`src/rtl/knight_sprite_addr_gen_pkg.sv`:
```
// Shared constants, animation state type and ROM address helper for the knight sprite path.
package knight_sprite_pkg;

  localparam int SPR_W       = 50;
  localparam int SPR_H       = 64;
  localparam int NUM_FRAMES  = 4;
  localparam int HOLD_FRAMES = 6;
  localparam int ADDR_W      = 14;
  localparam int FRAME_SIZE  = SPR_W * SPR_H;
  localparam int FIDX_W      = $clog2(NUM_FRAMES);
  localparam int HOLD_W      = $clog2(HOLD_FRAMES);

  typedef enum logic {
    IDLE   = 1'b0,
    ATTACK = 1'b1
  } anim_state_e;

  // Constant multipliers only, so synthesis reduces these to shift-add trees.
  function automatic logic [ADDR_W-1:0] sprite_addr(
    input logic [FIDX_W-1:0] fidx,
    input logic [10:0]       row,
    input logic [10:0]       col
  );
    return ADDR_W'(fidx) * ADDR_W'(FRAME_SIZE)
         + ADDR_W'(row)  * ADDR_W'(SPR_W)
         + ADDR_W'(col);
  endfunction

endpackage

```
`src/rtl/knight_sprite_addr_gen_if.sv`:
```
// Pixel/position/animation bundle between VGA controller + game logic and the sprite address generator.
interface knight_sprite_addr_gen_if;
  import knight_sprite_pkg::*;

  logic [9:0]        DrawX;
  logic [9:0]        DrawY;
  logic              frame_start;
  logic [9:0]        knight_x;
  logic [9:0]        knight_y;
  logic              facing_left;
  logic              attack_req;
  logic [ADDR_W-1:0] rom_address;
  logic              sprite_on;
  logic              attack_busy;
  logic              attack_done;
  logic [FIDX_W-1:0] frame_idx;

  modport master (
    output DrawX, DrawY, frame_start, knight_x, knight_y, facing_left, attack_req,
    input  rom_address, sprite_on, attack_busy, attack_done, frame_idx
  );

  modport slave (
    input  DrawX, DrawY, frame_start, knight_x, knight_y, facing_left, attack_req,
    output rom_address, sprite_on, attack_busy, attack_done, frame_idx
  );

endinterface

```
`src/rtl/knight_sprite_addr_gen_anim_fsm.sv`:
```
// Attack animation sequencer: frame index advances every HOLD_FRAMES video frames.
// state  | meaning
// IDLE   | standing pose, frame_idx 0, attack_req latched into pending
// ATTACK | playing frames 0..NUM_FRAMES-1, attack_req ignored
module knight_anim_fsm
  import knight_sprite_pkg::*;
(
  input  logic              vga_clk,
  input  logic              reset_n,
  input  logic              frame_start,
  input  logic              attack_req,
  output logic              attack_busy,
  output logic              attack_done,
  output logic [FIDX_W-1:0] frame_idx,
  output logic [FIDX_W-1:0] frame_idx_nxt
);

  anim_state_e       r_state, w_state_nxt;
  logic              r_pending, w_pending_nxt;
  logic [HOLD_W-1:0] r_hold, w_hold_nxt;
  logic [FIDX_W-1:0] r_fidx, w_fidx_nxt;
  logic              r_done, w_done_nxt;

  always_ff @(posedge vga_clk or negedge reset_n) begin
    if (!reset_n) begin
      r_state   <= IDLE;
      r_pending <= 1'b0;
      r_hold    <= '0;
      r_fidx    <= '0;
      r_done    <= 1'b0;
    end else begin
      r_state   <= w_state_nxt;
      r_pending <= w_pending_nxt;
      r_hold    <= w_hold_nxt;
      r_fidx    <= w_fidx_nxt;
      r_done    <= w_done_nxt;
    end
  end

  always_comb begin
    w_state_nxt   = r_state;
    w_pending_nxt = r_pending;
    w_hold_nxt    = r_hold;
    w_fidx_nxt    = r_fidx;
    w_done_nxt    = 1'b0;
    unique case (r_state)
      IDLE: begin
        w_fidx_nxt    = '0;
        w_pending_nxt = r_pending | attack_req;
        if (frame_start && (r_pending || attack_req)) begin
          w_state_nxt   = ATTACK;
          w_hold_nxt    = '0;
          w_pending_nxt = 1'b0;
        end
      end
      ATTACK: begin
        if (frame_start) begin
          if (r_hold == HOLD_W'(HOLD_FRAMES - 1)) begin
            w_hold_nxt = '0;
            if (r_fidx == FIDX_W'(NUM_FRAMES - 1)) begin
              w_state_nxt = IDLE;
              w_fidx_nxt  = '0;
              w_done_nxt  = 1'b1;
            end else begin
              w_fidx_nxt = r_fidx + 1'b1;
            end
          end else begin
            w_hold_nxt = r_hold + 1'b1;
          end
        end
      end
      default: w_state_nxt = IDLE;
    endcase
  end

  assign attack_busy   = (r_state == ATTACK);
  assign attack_done   = r_done;
  assign frame_idx     = r_fidx;
  // Look-ahead lets the datapath use the new frame on the frame_start cycle itself.
  assign frame_idx_nxt = w_fidx_nxt;

endmodule

```
`src/rtl/knight_sprite_addr_gen.sv`:
```
// Knight sprite ROM addressing: per-frame position shadow, bounding-box hit test, mirroring and frame offset.
module knight_sprite_addr_gen
  import knight_sprite_pkg::*;
(
  input  logic                     vga_clk,
  input  logic                     reset_n,
  knight_sprite_addr_gen_if.slave  bus
);

  logic [9:0]        r_kx, r_ky;
  logic              r_facing;
  logic [ADDR_W-1:0] r_rom_address;
  logic              r_sprite_on;

  logic [9:0]        w_kx, w_ky;
  logic              w_facing;
  logic [10:0]       w_dx, w_dy, w_kx11, w_ky11;
  logic [10:0]       w_col_off, w_row_off, w_col;
  logic              w_hit;
  logic [FIDX_W-1:0] w_fidx_nxt;
  logic [FIDX_W-1:0] w_fidx;
  logic              w_busy, w_done;

  knight_anim_fsm u_anim (
    .vga_clk       (vga_clk),
    .reset_n       (reset_n),
    .frame_start   (bus.frame_start),
    .attack_req    (bus.attack_req),
    .attack_busy   (w_busy),
    .attack_done   (w_done),
    .frame_idx     (w_fidx),
    .frame_idx_nxt (w_fidx_nxt)
  );

  always_ff @(posedge vga_clk or negedge reset_n) begin
    if (!reset_n) begin
      r_kx     <= '0;
      r_ky     <= '0;
      r_facing <= 1'b0;
    end else if (bus.frame_start) begin
      r_kx     <= bus.knight_x;
      r_ky     <= bus.knight_y;
      r_facing <= bus.facing_left;
    end
  end

  // On the frame_start cycle the freshly sampled position already applies.
  assign w_kx     = bus.frame_start ? bus.knight_x    : r_kx;
  assign w_ky     = bus.frame_start ? bus.knight_y    : r_ky;
  assign w_facing = bus.frame_start ? bus.facing_left : r_facing;

  // 11-bit compares keep a box hanging off the right/bottom edge from wrapping.
  assign w_dx      = {1'b0, bus.DrawX};
  assign w_dy      = {1'b0, bus.DrawY};
  assign w_kx11    = {1'b0, w_kx};
  assign w_ky11    = {1'b0, w_ky};
  assign w_col_off = w_dx - w_kx11;
  assign w_row_off = w_dy - w_ky11;
  assign w_hit     = (w_dx >= w_kx11) && (w_dx < w_kx11 + 11'(SPR_W))
                  && (w_dy >= w_ky11) && (w_dy < w_ky11 + 11'(SPR_H));
  assign w_col     = w_facing ? (11'(SPR_W - 1) - w_col_off) : w_col_off;

  always_ff @(posedge vga_clk or negedge reset_n) begin
    if (!reset_n) begin
      r_rom_address <= '0;
      r_sprite_on   <= 1'b0;
    end else begin
      r_sprite_on   <= w_hit;
      r_rom_address <= w_hit ? sprite_addr(w_fidx_nxt, w_row_off, w_col) : '0;
    end
  end

  assign bus.rom_address = r_rom_address;
  assign bus.sprite_on   = r_sprite_on;
  assign bus.attack_busy = w_busy;
  assign bus.attack_done = w_done;
  assign bus.frame_idx   = w_fidx;

endmodule

```
`src/flat_wrapper.sv`:
```
// flat-port wrapper written by rule: the top's interface ports become plain ports
module knight_sprite_addr_gen_flat import knight_sprite_pkg::*;
  (vga_clk, reset_n, bus_DrawX, bus_DrawY, bus_frame_start, bus_knight_x, bus_knight_y, bus_facing_left, bus_attack_req, bus_rom_address, bus_sprite_on, bus_attack_busy, bus_attack_done, bus_frame_idx);
  knight_sprite_addr_gen_if bus_i ();
  input  logic vga_clk;
  input  logic reset_n;
  input wire logic [$bits(bus_i.DrawX)-1:0] bus_DrawX;
  input wire logic [$bits(bus_i.DrawY)-1:0] bus_DrawY;
  input wire logic [$bits(bus_i.frame_start)-1:0] bus_frame_start;
  input wire logic [$bits(bus_i.knight_x)-1:0] bus_knight_x;
  input wire logic [$bits(bus_i.knight_y)-1:0] bus_knight_y;
  input wire logic [$bits(bus_i.facing_left)-1:0] bus_facing_left;
  input wire logic [$bits(bus_i.attack_req)-1:0] bus_attack_req;
  output wire logic [$bits(bus_i.rom_address)-1:0] bus_rom_address;
  output wire logic [$bits(bus_i.sprite_on)-1:0] bus_sprite_on;
  output wire logic [$bits(bus_i.attack_busy)-1:0] bus_attack_busy;
  output wire logic [$bits(bus_i.attack_done)-1:0] bus_attack_done;
  output wire logic [$bits(bus_i.frame_idx)-1:0] bus_frame_idx;
  assign bus_i.DrawX = bus_DrawX;
  assign bus_i.DrawY = bus_DrawY;
  assign bus_i.frame_start = bus_frame_start;
  assign bus_i.knight_x = bus_knight_x;
  assign bus_i.knight_y = bus_knight_y;
  assign bus_i.facing_left = bus_facing_left;
  assign bus_i.attack_req = bus_attack_req;
  assign bus_rom_address = bus_i.rom_address;
  assign bus_sprite_on = bus_i.sprite_on;
  assign bus_attack_busy = bus_i.attack_busy;
  assign bus_attack_done = bus_i.attack_done;
  assign bus_frame_idx = bus_i.frame_idx;
  knight_sprite_addr_gen u_core (.vga_clk(vga_clk), .reset_n(reset_n), .bus(bus_i));
endmodule
```
`config.mk`:
```
export PLATFORM = sky130hd
export DESIGN_NAME = knight_sprite_addr_gen_flat
export DESIGN_NICKNAME = d
export VERILOG_FILES = /design/src/rtl/knight_sprite_addr_gen_pkg.sv /design/src/rtl/knight_sprite_addr_gen_if.sv /design/src/rtl/knight_sprite_addr_gen_anim_fsm.sv /design/src/rtl/knight_sprite_addr_gen.sv /design/src/flat_wrapper.sv
export SDC_FILE = /design/constraint.sdc
export NUM_CORES = 1
export LEC_CHECK = 0
export CAP_MARGIN = 20
export CORE_MARGIN = 8
export CORE_UTILIZATION = 50
export CTS_CLUSTER_DIAMETER = 80
export CTS_CLUSTER_SIZE = 8
export DETAILED_ROUTE_END_ITERATION = 8
export HOLD_SLACK_MARGIN = 0.1
export PLACE_DENSITY = 0.74
export SLEW_MARGIN = 20
export SYNTH_ARGS = -nofsm -noshare
export SYNTH_HDL_FRONTEND = slang
export SYNTH_SLANG_ARGS = --single-unit
```
`constraint.sdc`:
```
create_clock -name vga_clk -period 16.4 [get_ports vga_clk]
set_input_delay 1.64 -clock vga_clk [delete_from_list [all_inputs] [get_ports vga_clk]]
set_output_delay 1.64 -clock vga_clk [all_outputs]
set_load 0.05 [all_outputs]
```
# After elaboration in Yosys (flattened, before gate mapping)
# Cells that the tools add are included.
# Widths: inputs -> output; s select.
[totals] in_bits=45 register_bits=44
[classes] n_mul=2 n_mux=23 n_eq_ne=4 add_sub_neg=9 n_lt_le_gt_ge=4 bitwise=2 n_reduce_logical=6
[op_table] cell="$lt 10x11->1" n=2
[op_table] cell="$sub 10x10->11" n=2
[op_table] cell="$ge 10x10->1" n=2
[op_table] cell="$mux 10" n=2
[op_table] cell="$add 14x11->14" n=1
[op_table] cell="$add 14x14->14" n=1
[op_table] cell="$mux 14" n=1
[op_table] cell="$mul 11x5->13 const B" n=1
[op_table] cell="$add 10x6->11 const B" n=1
[op_table] cell="$add 10x7->11 const B" n=1
[op_table] cell="$mux 11" n=1
[op_table] cell="$sub 6x11->11 const A" n=1
[op_table] cell="$mux 1" n=10
[op_table] cell="$mux 3" n=3
[op_table] cell="$mul 2x5->7 const B" n=1
[op_table] cell="$mux 2" n=3
[op_table] cell="$pmux 3 s2" n=1
[op_table] cell="$logic_and 1x1->1" n=4
[op_table] cell="$ne 2x2->1 const B" n=2
[op_table] cell="$pmux 2 s2" n=1
[op_table] cell="$add 3x1->3 const B" n=1
[op_table] cell="$eq 3x3->1 const B" n=1
[op_table] cell="$add 2x1->2 const B" n=1
[op_table] cell="$eq 2x2->1 const B" n=1
[op_table] cell="other kinds (5)" n=5

# Longest topological paths before layout
[logic_depth] word_depth=9 mapped_depth=30 ltp_nobuf=27

# Hierarchy
# From an unflattened synthesis, not the netlist that was laid out.
[hier_totals] cells_unflattened=492 area_unflattened_um2=4654.5
[modules_own_cells] mod="knight_sprite_addr_gen" seq_area_each_um2=900.9 area_each_um2=4289.1 n_inst=1 cells_each=458
[modules_own_cells] mod="knight_anim_fsm" seq_area_each_um2=200.2 area_each_um2=365.4 n_inst=1 cells_each=34

# Worst setup path after synthesis
# OpenSTA, ideal clock, no wires.
[synth_path] path_kind="input to register" from="input bus_frame_start" to="register u_core.r_rom_address[13] (netlist: u_core.bus.rom_address[13])" path_buffers=3 setup_ps=119 t_arrival_ps=7609 path_slack_ps=8672 cell_stages=28 cell_sequence="buf_4 -> buf_2 -> buf_1 -> mux2i_1 -> ha_1 -> nor2b_1 -> o31a_1 -> o21a_1 -> a21oi_1 -> xor2_1 -> inv_1 -> ha_1 -> ha_1 -> inv_1 -> fa_1 -> inv_1 -> ha_1 -> a21oi_1 -> o21ai_0 -> xor2_1 -> ha_1 -> ha_1 -> inv_1 -> o21ba_2 -> a31oi_1 -> xnor3_1 -> xnor2_1 -> nor2_1"
[synth_via] elab_chain_len=7 elab_cells_between_ends=23
[synth_rtl] element="start, declared" line_no="flat_wrapper.sv:9" rtl="input wire logic [$bits(bus_i.frame_start)-1:0] bus_frame_start;"
[synth_rtl] element="parallel branches: the longest is 6 deep, another holds $add 14x14->14"
[synth_rtl] element="$mux 14 *" line_no="knight_sprite_addr_gen.sv:69" rtl="r_rom_address <= w_hit ? sprite_addr(w_fidx_nxt, w_row_off, w_col) : '0;"
[synth_rtl] element="end signal, assigned" line_no="knight_sprite_addr_gen.sv:69"
[synth_rtl] element="end, declared" line_no="knight_sprite_addr_gen.sv:12" rtl="logic [ADDR_W-1:0] r_rom_address;"
# Mark *: on every way between the ends.
# A chain may end at the register's enable or synchronous reset.

# Worst setup path in the final report
# Same ends and word-level chain as after synthesis.

==> impl_metrics.toml <==
[timing]
slew_viol_final = 0
tightest_slew_ns = 0.719
finalClockSkew_ns = 0.0113
relSlewSlack_pct = 51.8
fin_crit_ns = 7.93
final.period_utilization_pct = 48.4
hold_violations = 0
setup_violations = 0
finalSetupTns_ns = 0
fmax_mhz = 126
rsz0062_at_grt = "false"

[drt]
vias = 3904
drcViolationCount = 0
wire_per_inst_um = 14.6
ant_nets = 0
wirelength_um = 10500
drt-pass1-iter-count = 4
drt-initial-drc-count = 109
drt-vias-per-instance = 5.41

[floorplan]
io_pins = 64
die_x_um = 114
die_area_um2 = 13000
die_h_um = 114
row_count = 36
core_area_um2 = 9550
start_util_pct = 50.4

[clock_tree]
cts_setup_buffers = 0
htree_levels = 2
post_cts_resized = 0
cts_buffers = 5
clkTransAtPathRegs_ns = 0.10
cts_sinks = 44
holdBufCountCts = 0
clk_latency_ns = 0.31
cts_buffer_depth = 2
cts_tree = "done"
root_buffer = "clkbuf_8"

[cells_and_area]
nNetsFinal = 731
multiInputGateArea_um2 = 3400
drive_above_1_share_pct = 4.58
layout_common_cells = "ha_1, inv_1, clkdlybuf4s50_1"
fillers = 853
final_common_cell = "ha_1"
synthToLayoutAreaGrowth_pct = 18.0
regArea_um2 = 1100
diodes = 0
final_cell_area_um2 = 5680

[synth]
yosysSeqAreaShare_pct = 22.9
async_flop_share_pct = 100
synth_edf_count = 0
syn_nets = 670
ys.flop_type = "dfrtp_1"
synth_area_um2 = 4810
avgSynthCellArea_um2 = 9.13
synthCells = 527
yosysWarnings = 0
ys_ff_latch = 44
ys_types = 62

[setup_path]
path_buf_inv = 6
cp-end-kind = "register"
cpMostUsedCell = "ha_1"
cp.arrival_ns = 8.10
worst_setup_path_start_kind = "input port"
cp_max_fo = 33
crit_family = "adder cells"
crit_slowest_cell = "fa_1"
cpPeakStageDelay_ns = 0.52
crit_required_ns = 16.57
worstSetupPathType = "in -> reg"

[global_routing]
grt_util_all_layers_pct = 16.8
grt_pass1_vias = 4030
grt_pass1_wl_um = 18100
grt_max_degree = 45
use_met1_pct = 20.7
antenna_found_initial = 0
top_usage_layer = "met2"
gr-total-overflow = 0
grt_util_met2_pct = 29.0
met3_usage_pct = 3.38

[placement]
place_congestion = 0.876
dpl-instance-area_um2 = 5560
port_buffers = 63
dp_hpwl_um = 8710

[run]
drv_cap = 0

[run_status]
status = "finished, final reports clean"

[hold_path]
hp-class = "reg -> reg"
per-stage QoR:
step	util (%)	hold slack (ns)	setup slack, ns	cells
global placement	58.2	0.467	8.35	714
global route	59.5	0.532	7.96	722
finish	59.5	0.498	8.47	722
CTS	59.4	0.500	8.46	722
detailed placement	58.2	0.476	8.16	714
floorplan	-	0.452	8.67	527
worst register-to-register path, delay by kind of cell, from the launching register on:
kind | cells | cell delay (ns)
flip-flops | 1 | 0.38
AND/OR/NAND/NOR | 2 | 0.19
adder cells (fa/ha/maj) | 7 | 2.36
multiplexers | 1 | 0.28
buffers and inverters | 4 | 0.31
XOR/XNOR | 4 | 0.98
AO/OA/AOI/OAI | 7 | 1.34
worst paths after layout:
| path | startpoint | to | slack (ns) | cells after the start |
|---|---|---|---|---|
| worst min register to register | u_core.r_ky[4] | u_core.r_ky[4] | 0.50 | 2 |
| worst max-delay path | bus_frame_start | u_core.bus.rom_address[13] | 8.47 | 27 |
| min in group asynchronous | reset_n | u_core.r_ky[5] | 1.33 | 1 |
| max in group asynchronous | reset_n | u_core.bus.rom_address[4] | 14.68 | 1 |
| worst min-delay path | u_core.r_ky[4] | u_core.r_ky[4] | 0.50 | 2 |
| worst max register to register | u_core.r_ky[1] | u_core.bus.rom_address[13] | 10.40 | 25 |
state kept, by name (all words and copies together) (netlist names):
signal                     flops
u_core.r_facing                1
u_core.u_anim.attack_busy      1
u_core.bus.rom_address        14
u_core.u_anim.r_hold           3
u_core.u_anim.attack_done      1
u_core.u_anim.r_pending        1
u_core.u_anim.frame_idx        2
u_core.r_kx                   10
u_core.bus.sprite_on           1
u_core.r_ky                   10
metal layers:
layer,share of wire [%],vias up
met5,0,-
met4,1.1,0
met3,4.7,11
met2,48,84
met1,46,1849
li1,-,1960
synthesized netlist by cell type, drive strengths merged (2+ instances only):
| library cell | count | area, µm² |
|---|---|---|
| nand2 | 20 | 75.1 |
| and3 | 4 | 30.0 |
| a21o | 9 | 67.6 |
| mux2 | 3 | 33.8 |
| xnor2 | 38 | 333 |
| mux2i | 19 | 190 |
| inv | 69 | 259 |
| a41o | 2 | 21.3 |
| fa | 12 | 240 |
| nor3 | 16 | 80.1 |
| o31ai | 3 | 27.5 |
| and2 | 2 | 12.5 |
| buf | 6 | 36.3 |
| ha | 86 | 1080 |
| o211ai | 3 | 22.5 |
| xor2 | 10 | 87.6 |
| a211oi | 6 | 50.1 |
| o21bai | 5 | 37.5 |
| o21ai | 26 | 130 |
| o22ai | 2 | 12.5 |
| o2111ai | 2 | 17.5 |
| nor2 | 31 | 116 |
| a21oi | 31 | 155 |
| a211o | 2 | 17.5 |
| o31a | 3 | 43.8 |
| nand4 | 3 | 18.8 |
| dfrtp | 44 | 1100 |
| nand3 | 4 | 20.0 |
| a32oi | 2 | 17.5 |
| or2 | 4 | 25.0 |
| nor2b | 10 | 70.1 |
| o21a | 11 | 82.6 |
| clkbuf | 4 | 15.0 |
| nand2b | 8 | 50.1 |
| a31oi | 8 | 65.1 |
| or3 | 2 | 12.5 |
| nand4b | 2 | 17.5 |
logic make-up (layout without fill, tap and decap cells):
kind of cell             after synthesis  in the layout  share of synthesized area, %
adder cells (fa/ha/maj)               98             98                          27.4
flip-flops                            44             44                          22.9
AND/OR/NAND/NOR                      110            110                          11.6
XOR/XNOR                              49             49                          9.20
AO/OA/AOI/OAI                        124            124                          17.8
buffers and inverters                 80            142                          6.53
multiplexers                          22             22                          4.65
final cells by class:
cell class	instances	share of cell area, %
Inverter	70	4.63
Timing Repair Buffer	64	11.2
Clock buffer	5	1.21
Tap cell	133	2.93
Clock inverter	3	0.837
Multi-Input combinational cell	403	59.8
Sequential cell	44	19.4
Power is left out: the tool's default activity adds up to more than one toggle a clock period on the data nets, which glitch-free logic cannot reach.
